`src/rtl/pulse_scheduler_mc_pkg.sv`:
```
// Shared defaults, channel state encoding and the wrap-safe start-time helper
// for the multi-channel pulse scheduler.
package pulse_sched_pkg;

    localparam int unsigned DEF_NUM_CH     = 4;
    localparam int unsigned DEF_DEPTH      = 8;
    localparam int unsigned DEF_TIME_W     = 32;
    localparam int unsigned DEF_TLEN_W     = 16;
    localparam int unsigned DEF_FREQ_W     = 16;
    localparam int unsigned DEF_PHASE_W    = 16;
    localparam int unsigned DEF_AMP_W      = 16;
    localparam int unsigned DEF_ENV_ADDR_W = 10;

    typedef enum logic {
        IDLE   = 1'b0,
        ACTIVE = 1'b1
    } ch_state_e;

    // diff = t_start - counter truncated to width bits; negative means already missed.
    function automatic logic late_diff(input logic [63:0] diff, input int unsigned width);
        return diff[6'(width - 1)];
    endfunction

endpackage

```
`src/rtl/pulse_scheduler_mc_if.sv`:
```
// Descriptor input bus from the pulse decoder into the scheduler.
interface pulse_scheduler_mc_if #(
    parameter int unsigned CH_W       = 2,
    parameter int unsigned FREQ_W     = 16,
    parameter int unsigned PHASE_W    = 16,
    parameter int unsigned AMP_W      = 16,
    parameter int unsigned TIME_W     = 32,
    parameter int unsigned TLEN_W     = 16,
    parameter int unsigned ENV_ADDR_W = 10
);
    logic                  in_valid;
    logic                  in_ready;
    logic [CH_W-1:0]       in_ch;
    logic [FREQ_W-1:0]     in_freq;
    logic [PHASE_W-1:0]    in_phase;
    logic [AMP_W-1:0]      in_amp;
    logic [TIME_W-1:0]     in_tstart;
    logic [TLEN_W-1:0]     in_tlen;
    logic [ENV_ADDR_W-1:0] in_env_addr;

    modport master (
        output in_valid, in_ch, in_freq, in_phase, in_amp, in_tstart, in_tlen, in_env_addr,
        input  in_ready
    );

    modport slave (
        input  in_valid, in_ch, in_freq, in_phase, in_amp, in_tstart, in_tlen, in_env_addr,
        output in_ready
    );
endinterface

```
`src/rtl/pulse_scheduler_mc_channel.sv`:
```
// One scheduler channel: show-ahead descriptor FIFO, IDLE/ACTIVE FSM and
// registered pulse parameter / envelope address outputs.
module pulse_sched_channel
    import pulse_sched_pkg::*;
#(
    parameter int unsigned DEPTH      = DEF_DEPTH,
    parameter int unsigned TIME_W     = DEF_TIME_W,
    parameter int unsigned TLEN_W     = DEF_TLEN_W,
    parameter int unsigned FREQ_W     = DEF_FREQ_W,
    parameter int unsigned PHASE_W    = DEF_PHASE_W,
    parameter int unsigned AMP_W      = DEF_AMP_W,
    parameter int unsigned ENV_ADDR_W = DEF_ENV_ADDR_W
) (
    input  logic                  clk,
    input  logic                  rst_n,
    input  logic [TIME_W-1:0]     counter_i,
    input  logic                  flush_i,
    input  logic                  push_i,
    input  logic [FREQ_W-1:0]     freq_i,
    input  logic [PHASE_W-1:0]    phase_i,
    input  logic [AMP_W-1:0]      amp_i,
    input  logic [TIME_W-1:0]     tstart_i,
    input  logic [TLEN_W-1:0]     tlen_i,
    input  logic [ENV_ADDR_W-1:0] env_i,
    output logic                  full_o,
    output logic                  empty_o,
    output logic                  active_o,
    output logic                  start_o,
    output logic [FREQ_W-1:0]     freq_o,
    output logic [PHASE_W-1:0]    phase_o,
    output logic [AMP_W-1:0]      amp_o,
    output logic [ENV_ADDR_W-1:0] env_addr_o,
    output logic                  late_err_o
);
    localparam int unsigned PTR_W = $clog2(DEPTH);
    localparam logic [PTR_W:0] PTR_ONE = (PTR_W+1)'(1);

    logic [FREQ_W-1:0]     freq_mem   [DEPTH];
    logic [PHASE_W-1:0]    phase_mem  [DEPTH];
    logic [AMP_W-1:0]      amp_mem    [DEPTH];
    logic [TIME_W-1:0]     tstart_mem [DEPTH];
    logic [TLEN_W-1:0]     tlen_mem   [DEPTH];
    logic [ENV_ADDR_W-1:0] env_mem    [DEPTH];

    logic [PTR_W:0]        wptr_q, rptr_q;
    ch_state_e             state_q;
    logic [TLEN_W-1:0]     remaining_q;
    logic [ENV_ADDR_W-1:0] env_q;
    logic [FREQ_W-1:0]     freq_q;
    logic [PHASE_W-1:0]    phase_q;
    logic [AMP_W-1:0]      amp_q;
    logic                  start_q, late_q;

    logic [PTR_W-1:0]      rd_idx, wr_idx;
    logic [TIME_W-1:0]     diff_d;
    logic                  can_take_d, pop_d, fire_d, drop_d;

    assign rd_idx  = rptr_q[PTR_W-1:0];
    assign wr_idx  = wptr_q[PTR_W-1:0];
    assign empty_o = (wptr_q == rptr_q);
    assign full_o  = (wptr_q[PTR_W] != rptr_q[PTR_W]) && (wr_idx == rd_idx);

    always_ff @(posedge clk) begin
        if (push_i && !flush_i) begin
            freq_mem[wr_idx]   <= freq_i;
            phase_mem[wr_idx]  <= phase_i;
            amp_mem[wr_idx]    <= amp_i;
            tstart_mem[wr_idx] <= tstart_i;
            tlen_mem[wr_idx]   <= tlen_i;
            env_mem[wr_idx]    <= env_i;
        end
    end

    // Head is examined once per cycle: late, overlap and zero-length all pop without firing.
    always_comb begin
        diff_d     = tstart_mem[rd_idx] - counter_i;
        can_take_d = (state_q == IDLE) || (remaining_q == TLEN_W'(1));
        pop_d      = 1'b0;
        fire_d     = 1'b0;
        drop_d     = 1'b0;
        if (!empty_o) begin
            if (late_diff(64'(diff_d), TIME_W)) begin
                pop_d  = 1'b1;
                drop_d = 1'b1;
            end else if (diff_d == '0) begin
                pop_d = 1'b1;
                if (!can_take_d)
                    drop_d = 1'b1;
                else if (tlen_mem[rd_idx] != '0)
                    fire_d = 1'b1;
            end
        end
    end

    always_ff @(posedge clk or negedge rst_n) begin
        if (!rst_n) begin
            wptr_q      <= '0;
            rptr_q      <= '0;
            state_q     <= IDLE;
            remaining_q <= '0;
            env_q       <= '0;
            freq_q      <= '0;
            phase_q     <= '0;
            amp_q       <= '0;
            start_q     <= 1'b0;
            late_q      <= 1'b0;
        end else if (flush_i) begin
            wptr_q  <= '0;
            rptr_q  <= '0;
            state_q <= IDLE;
            start_q <= 1'b0;
            late_q  <= 1'b0;
        end else begin
            if (push_i) wptr_q <= wptr_q + PTR_ONE;
            if (pop_d)  rptr_q <= rptr_q + PTR_ONE;
            if (drop_d) late_q <= 1'b1;
            start_q <= fire_d;
            if (fire_d) begin
                state_q     <= ACTIVE;
                remaining_q <= tlen_mem[rd_idx];
                env_q       <= env_mem[rd_idx];
                freq_q      <= freq_mem[rd_idx];
                phase_q     <= phase_mem[rd_idx];
                amp_q       <= amp_mem[rd_idx];
            end else if (state_q == ACTIVE) begin
                if (remaining_q == TLEN_W'(1)) begin
                    state_q <= IDLE;
                end else begin
                    remaining_q <= remaining_q - TLEN_W'(1);
                    env_q       <= env_q + ENV_ADDR_W'(1);
                end
            end
        end
    end

    assign active_o   = (state_q == ACTIVE);
    assign start_o    = start_q;
    assign freq_o     = freq_q;
    assign phase_o    = phase_q;
    assign amp_o      = amp_q;
    assign env_addr_o = env_q;
    assign late_err_o = late_q;

endmodule

```
`src/rtl/pulse_scheduler_mc.sv`:
```
// Multi-channel pulse scheduler top: shared timebase, channel decode and
// NUM_CH scheduler channels with packed outputs (channel 0 in the LSBs).
module pulse_scheduler_mc
    import pulse_sched_pkg::*;
#(
    parameter int unsigned NUM_CH     = DEF_NUM_CH,
    parameter int unsigned DEPTH      = DEF_DEPTH,
    parameter int unsigned TIME_W     = DEF_TIME_W,
    parameter int unsigned TLEN_W     = DEF_TLEN_W,
    parameter int unsigned FREQ_W     = DEF_FREQ_W,
    parameter int unsigned PHASE_W    = DEF_PHASE_W,
    parameter int unsigned AMP_W      = DEF_AMP_W,
    parameter int unsigned ENV_ADDR_W = DEF_ENV_ADDR_W
) (
    input  logic                             clk,
    input  logic                             rst_n,
    pulse_scheduler_mc_if.slave              in_if,
    input  logic                             counter_clear,
    input  logic                             flush,
    output logic [TIME_W-1:0]                counter,
    output logic [NUM_CH-1:0]                pulse_active,
    output logic [NUM_CH-1:0]                pulse_start,
    output logic [NUM_CH*FREQ_W-1:0]         pulse_freq,
    output logic [NUM_CH*PHASE_W-1:0]        pulse_phase,
    output logic [NUM_CH*AMP_W-1:0]          pulse_amp,
    output logic [NUM_CH*ENV_ADDR_W-1:0]     pulse_env_addr,
    output logic [NUM_CH-1:0]                fifo_full,
    output logic [NUM_CH-1:0]                fifo_empty,
    output logic [NUM_CH-1:0]                late_err
);
    localparam int unsigned CH_W = (NUM_CH > 1) ? $clog2(NUM_CH) : 1;

    logic [TIME_W-1:0] counter_q;
    logic              in_ready_d;

    always_ff @(posedge clk or negedge rst_n) begin
        if (!rst_n)             counter_q <= '0;
        else if (counter_clear) counter_q <= '0;
        else                    counter_q <= counter_q + TIME_W'(1);
    end

    assign counter = counter_q;

    // Out-of-range channel numbers match no channel, so they are never ready.
    always_comb begin
        in_ready_d = 1'b0;
        for (int unsigned i = 0; i < NUM_CH; i++) begin
            if (in_if.in_ch == CH_W'(i)) in_ready_d = !fifo_full[i];
        end
    end

    assign in_if.in_ready = in_ready_d;

    for (genvar g = 0; g < NUM_CH; g++) begin : g_ch
        pulse_sched_channel #(
            .DEPTH      (DEPTH),
            .TIME_W     (TIME_W),
            .TLEN_W     (TLEN_W),
            .FREQ_W     (FREQ_W),
            .PHASE_W    (PHASE_W),
            .AMP_W      (AMP_W),
            .ENV_ADDR_W (ENV_ADDR_W)
        ) u_ch (
            .clk        (clk),
            .rst_n      (rst_n),
            .counter_i  (counter_q),
            .flush_i    (flush),
            .push_i     (in_if.in_valid && in_ready_d && (in_if.in_ch == CH_W'(g))),
            .freq_i     (in_if.in_freq),
            .phase_i    (in_if.in_phase),
            .amp_i      (in_if.in_amp),
            .tstart_i   (in_if.in_tstart),
            .tlen_i     (in_if.in_tlen),
            .env_i      (in_if.in_env_addr),
            .full_o     (fifo_full[g]),
            .empty_o    (fifo_empty[g]),
            .active_o   (pulse_active[g]),
            .start_o    (pulse_start[g]),
            .freq_o     (pulse_freq[g*FREQ_W +: FREQ_W]),
            .phase_o    (pulse_phase[g*PHASE_W +: PHASE_W]),
            .amp_o      (pulse_amp[g*AMP_W +: AMP_W]),
            .env_addr_o (pulse_env_addr[g*ENV_ADDR_W +: ENV_ADDR_W]),
            .late_err_o (late_err[g])
        );
    end

endmodule
```
`src/flat_wrapper.sv`:
```
// flat-port wrapper written by rule: the top's interface ports become plain ports
module pulse_scheduler_mc_flat import pulse_sched_pkg::*;
#(
    parameter int unsigned NUM_CH     = DEF_NUM_CH,
    parameter int unsigned DEPTH      = DEF_DEPTH,
    parameter int unsigned TIME_W     = DEF_TIME_W,
    parameter int unsigned TLEN_W     = DEF_TLEN_W,
    parameter int unsigned FREQ_W     = DEF_FREQ_W,
    parameter int unsigned PHASE_W    = DEF_PHASE_W,
    parameter int unsigned AMP_W      = DEF_AMP_W,
    parameter int unsigned ENV_ADDR_W = DEF_ENV_ADDR_W
)
  (clk, rst_n, counter_clear, flush, counter, pulse_active, pulse_start, pulse_freq, pulse_phase, pulse_amp, pulse_env_addr, fifo_full, fifo_empty, late_err, in_if_in_valid, in_if_in_ch, in_if_in_freq, in_if_in_phase, in_if_in_amp, in_if_in_tstart, in_if_in_tlen, in_if_in_env_addr, in_if_in_ready);
  pulse_scheduler_mc_if #(.FREQ_W(FREQ_W), .PHASE_W(PHASE_W), .AMP_W(AMP_W), .TIME_W(TIME_W), .TLEN_W(TLEN_W), .ENV_ADDR_W(ENV_ADDR_W)) in_if_i ();
  input  logic clk;
  input  logic rst_n;
  input  logic counter_clear;
  input  logic flush;
  output logic [TIME_W-1:0] counter;
  output logic [NUM_CH-1:0] pulse_active;
  output logic [NUM_CH-1:0] pulse_start;
  output logic [NUM_CH*FREQ_W-1:0] pulse_freq;
  output logic [NUM_CH*PHASE_W-1:0] pulse_phase;
  output logic [NUM_CH*AMP_W-1:0] pulse_amp;
  output logic [NUM_CH*ENV_ADDR_W-1:0] pulse_env_addr;
  output logic [NUM_CH-1:0] fifo_full;
  output logic [NUM_CH-1:0] fifo_empty;
  output logic [NUM_CH-1:0] late_err;
  input wire logic [$bits(in_if_i.in_valid)-1:0] in_if_in_valid;
  input wire logic [$bits(in_if_i.in_ch)-1:0] in_if_in_ch;
  input wire logic [$bits(in_if_i.in_freq)-1:0] in_if_in_freq;
  input wire logic [$bits(in_if_i.in_phase)-1:0] in_if_in_phase;
  input wire logic [$bits(in_if_i.in_amp)-1:0] in_if_in_amp;
  input wire logic [$bits(in_if_i.in_tstart)-1:0] in_if_in_tstart;
  input wire logic [$bits(in_if_i.in_tlen)-1:0] in_if_in_tlen;
  input wire logic [$bits(in_if_i.in_env_addr)-1:0] in_if_in_env_addr;
  output wire logic [$bits(in_if_i.in_ready)-1:0] in_if_in_ready;
  assign in_if_i.in_valid = in_if_in_valid;
  assign in_if_i.in_ch = in_if_in_ch;
  assign in_if_i.in_freq = in_if_in_freq;
  assign in_if_i.in_phase = in_if_in_phase;
  assign in_if_i.in_amp = in_if_in_amp;
  assign in_if_i.in_tstart = in_if_in_tstart;
  assign in_if_i.in_tlen = in_if_in_tlen;
  assign in_if_i.in_env_addr = in_if_in_env_addr;
  assign in_if_in_ready = in_if_i.in_ready;
  pulse_scheduler_mc #(.NUM_CH(NUM_CH), .DEPTH(DEPTH), .TIME_W(TIME_W), .TLEN_W(TLEN_W), .FREQ_W(FREQ_W), .PHASE_W(PHASE_W), .AMP_W(AMP_W), .ENV_ADDR_W(ENV_ADDR_W)) u_core (.clk(clk), .rst_n(rst_n), .in_if(in_if_i), .counter_clear(counter_clear), .flush(flush), .counter(counter), .pulse_active(pulse_active), .pulse_start(pulse_start), .pulse_freq(pulse_freq), .pulse_phase(pulse_phase), .pulse_amp(pulse_amp), .pulse_env_addr(pulse_env_addr), .fifo_full(fifo_full), .fifo_empty(fifo_empty), .late_err(late_err));
endmodule
```
`config.mk`:
```
export PLATFORM = sky130hd
export DESIGN_NAME = pulse_scheduler_mc_flat
export DESIGN_NICKNAME = d
export VERILOG_FILES = /design/src/rtl/pulse_scheduler_mc_pkg.sv /design/src/rtl/pulse_scheduler_mc_if.sv /design/src/rtl/pulse_scheduler_mc_channel.sv /design/src/rtl/pulse_scheduler_mc.sv /design/src/flat_wrapper.sv
export SDC_FILE = /design/constraint.sdc
export NUM_CORES = 2
export LEC_CHECK = 0
export BUFFER_PORTS_ARGS = -buffer_cell sky130_fd_sc_hd__buf_2
export CAP_MARGIN = 10
export CORE_ASPECT_RATIO = 2
export CORE_MARGIN = 8
export CORE_UTILIZATION = 60
export CTS_CLUSTER_DIAMETER = 50
export DETAILED_ROUTE_END_ITERATION = 16
export PLACE_DENSITY = 0.76
export SLEW_MARGIN = 10
export SYNTH_ARGS = -nofsm -noshare
export SYNTH_HDL_FRONTEND = slang
export SYNTH_SLANG_ARGS = --single-unit
```
`constraint.sdc`:
```
create_clock -name clk -period 15 [get_ports clk]
set_input_delay 1.5 -clock clk [delete_from_list [all_inputs] [get_ports clk]]
set_output_delay 1.5 -clock clk [all_outputs]
set_load 0.03 [all_outputs]
```
==> impl_metrics.tcl <==
set metrics [dict create \
    status "completed" \
    hold_path_class "reg2reg" \
    ys_seq_area_share_pct 72.59 \
    maxCapViolCount 0 \
    dieArea_sq_um 272600 \
    p_leak_nw 55.94 \
    start_kind "flip-flop" \
    peakVddDrop_uv 181.8 \
    fin_nets 8813 \
    clkSinkCount 3764 \
    synth.distinct_cells 106 \
    synth.largest_area_cell "edfxtp_1" \
    cp-end-kind "flip-flop" \
    utilization_pct 66.83 \
    drtAntennaViolNets 0 \
    cts_hold_buf 0 \
    numCtsBuffers 323 \
    synth_warnings 0 \
    hold_viol_final 0 \
    rsz0062_at_grt "no" \
    design_area_sq_um 170000 \
    die_h_um 730.5 \
    gpl.final_weighted_congestion 1.004 \
    rows 262 \
    clk_pin_slew_ns 0.07 \
    numPortBuffers 397 \
    ys.flop_type "edfxtp_1" \
    grt_pass1_vias 86120 \
    tritoncts "built" \
    grt_max_degree 119 \
    total_power_mw 24.67 \
    slew_headroom_pct 12.85 \
    hold_start "u_core.g_ch[3].u_ch.amp_o[1]" \
    setup_viol 0 \
    synth_top_area_share_pct 66.51 \
    initial_utilization_pct 60.20 \
    grt_pass1_wl_um 618400 \
    grt_usage_pct 31.75 \
    syn_nets 8350 \
    clk_latency_ns 0.88 \
    maxSlewViolCount 0 \
    viasPerCell 6.843 \
    synth-edff-count 3392 \
    htreeDepth 5 \
    grt-ovfl-total 0 \
    cts.repair.resized 0 \
    min_path_cells 1 \
    crit_type "reg2reg" \
    fmax_ghz 0.1122 \
    hpwl_um 280800 \
    yosys-top-cells-count "edfxtp_1, mux4_2, nand2_1" \
    synthesis.area_sq_um 153100 \
    min_period_over_period_pct 59.42 \
    drc_errors 0 \
    placed_cells 11530 \
    worst_pin_slew_ns 1.291 \
    crit_required_ns 15.74 \
    synth_area_leaders "edfxtp_1, mux4_2, dfrtp_1" \
    yosysMostFrequentCell "edfxtp_1" \
    ys_ff_latch 3764 \
    fin_worst_skew_ns 0.04087 \
    root_buffer "clkbuf_16" \
    place_area_sq_um 159000 \
    drt-initial-drc-count 8230 \
    hold_path_end "u_core.g_ch[3].u_ch.amp_o[1]" \
    post-place-ws_ns 6.126 \
    hold_ws_ns 0.5049 \
    die_x_um 373.2 \
    path_max_fanout 45 \
    postCtsSetupBuffers 0 \
    fp.coreArea_sq_um 254400 \
    arrival_ns 9.66 \
    ios 398 \
    p_per_area_nw_per_um2 145.1 \
    drive_above_1_share_pct 26.67 \
    min_period_ns 8.913 \
    r2r-end "u_core.g_ch[3].u_ch.freq_o[9]" \
    antenna_found_initial 24 \
    async_reset_ff_share_pct 9.883 \
    syn_inst 8088 \
    setup_ws_ns 6.087 \
    layoutNonFillerInstCount 12120 \
    synthToLayoutAreaGrowth_pct 11.00 \
    cts_buffer_depth 4 \
    rrSetupSlack_ns 6.09 \
    tns_ns 0 \
    dr.pass1.iters 6 \
    wl_per_cell_um 36.26 \
    timing.rr.start "u_core.g_ch[3].u_ch.rptr_q[0]" \
    wl_um 439600 \
    reg2regPathDepth 18 \
    avgSynthCellArea_sq_um 18.94 \
    vias 82960 \
]
==> layout by cell type, fill, tap and decap left out, types with 70 or more instances in the layout <==
cell	n
mux4_2	849
inv_1	98
buf_2	395
o21ai_0	144
mux2_2	316
dfrtp_1	360
ha_1	145
buf_4	137
nand2_1	472
edfxtp_1	3392
nor2_1	279
a21oi_1	250
clkbuf_16	330
nor3_1	81
mux2i_1	144
nand3_1	90
xnor2_1	70
==> sequential cells by signal, indices dropped and copies added, names as in the netlist, 40 cells and up <==
| register | cells |
|---|---|
| u_core.g_ch.u_ch.amp_mem | 512 |
| u_core.g_ch.u_ch.phase_o | 64 |
| u_core.g_ch.u_ch.remaining_q | 64 |
| u_core.g_ch.u_ch.freq_mem | 512 |
| u_core.g_ch.u_ch.amp_o | 64 |
| u_core.g_ch.u_ch.freq_o | 64 |
| u_core.g_ch.u_ch.env_mem | 320 |
| u_core.g_ch.u_ch.phase_mem | 512 |
| u_core.g_ch.u_ch.tstart_mem | 1024 |
| u_core.g_ch.u_ch.tlen_mem | 512 |
| u_core.g_ch.u_ch.env_addr_o | 40 |
==> worst max-delay path by stage <==
stage | start | to | slack (ns) | cells past startpoint
2_1_floorplan | u_core.g_ch[0].u_ch.rptr_q[0] | u_core.g_ch[0].u_ch.amp_mem[6][0] | 1.75 | 9
3_3_place_gp | u_core.g_ch[3].u_ch.rptr_q[0] | u_core.g_ch[3].u_ch.freq_o[9] | 6.12 | 18
3_5_place_dp | u_core.g_ch[3].u_ch.rptr_q[0] | u_core.g_ch[3].u_ch.freq_o[7] | 6.13 | 18
4_1_cts | u_core.g_ch[3].u_ch.rptr_q[0] | u_core.g_ch[3].u_ch.freq_o[9] | 6.11 | 18
5_1_grt | u_core.g_ch[3].u_ch.rptr_q[0] | u_core.g_ch[3].u_ch.freq_o[7] | 5.66 | 18
6_report | u_core.g_ch[3].u_ch.rptr_q[0] | u_core.g_ch[3].u_ch.freq_o[9] | 6.09 | 18
==> worst max-delay path: stages, from the launching register on <==
cell and delay, ns:
dfrtp_4 0.76, buf_4 0.79, buf_4 0.76, mux4_2 0.60, mux2_2 0.32, ha_1 0.39
o211ai_1 0.14, a31oi_2 0.30, o21ai_0 0.28, a2111oi_2 0.87, o311ai_1 0.28, or2_2 0.33
o2111a_1 0.25, nor3_1 0.15, and4_1 0.27, buf_4 0.34, and2_4 0.50, buf_4 0.71
mux2_2 0.42
==> per-layer routing <==
metal | share of wire (%) | GRT usage, % | vias to the layer above
li1 | - | - | 33780
met1 | 32 | 35.18 | 43750
met2 | 52 | 56.37 | 4285
met3 | 7.2 | 5.270 | 1127
met4 | 8.3 | 21.42 | 10
met5 | 0.015 | 0 | -
==> kinds of logic (layout without fill, tap and decap cells) <==
family / Yosys count / after routing / share of synthesized area [%]
flip-flops: 3764 / 3764 / 72.59
multiplexers: 1356 / 1356 / 16.21
AND/OR/NAND/NOR: 1341 / 1341 / 4.211
AO/OA/AOI/OAI: 879 / 879 / 3.846
buffers and inverters: 505 / 1233 / 1.375
adder cells (fa/ha/maj): 149 / 149 / 1.237
XOR/XNOR: 94 / 94 / 0.5376
other: 0 / 7 / 0
==> layout make-up <==
class / instances / area [sq um]
clock inverter: 172 / 2044
timing repair buffer: 543 / 3221
sequential: 3764 / 111200
tap: 3300 / 4129
multi-input combinational: 3819 / 40110
fill: 16180 / 84390
clock buffer: 418 / 8889
antenna: 7 / 17.52
inverter: 100 / 377.9
==> report_power, final <==
part           switching (mW)  internal [mW]
sequential              0.149           11.5
clock                    3.81           4.86
combinational            2.47           1.89
total                    6.43           18.2
Note: power is estimated with default switching activity, not from simulation.
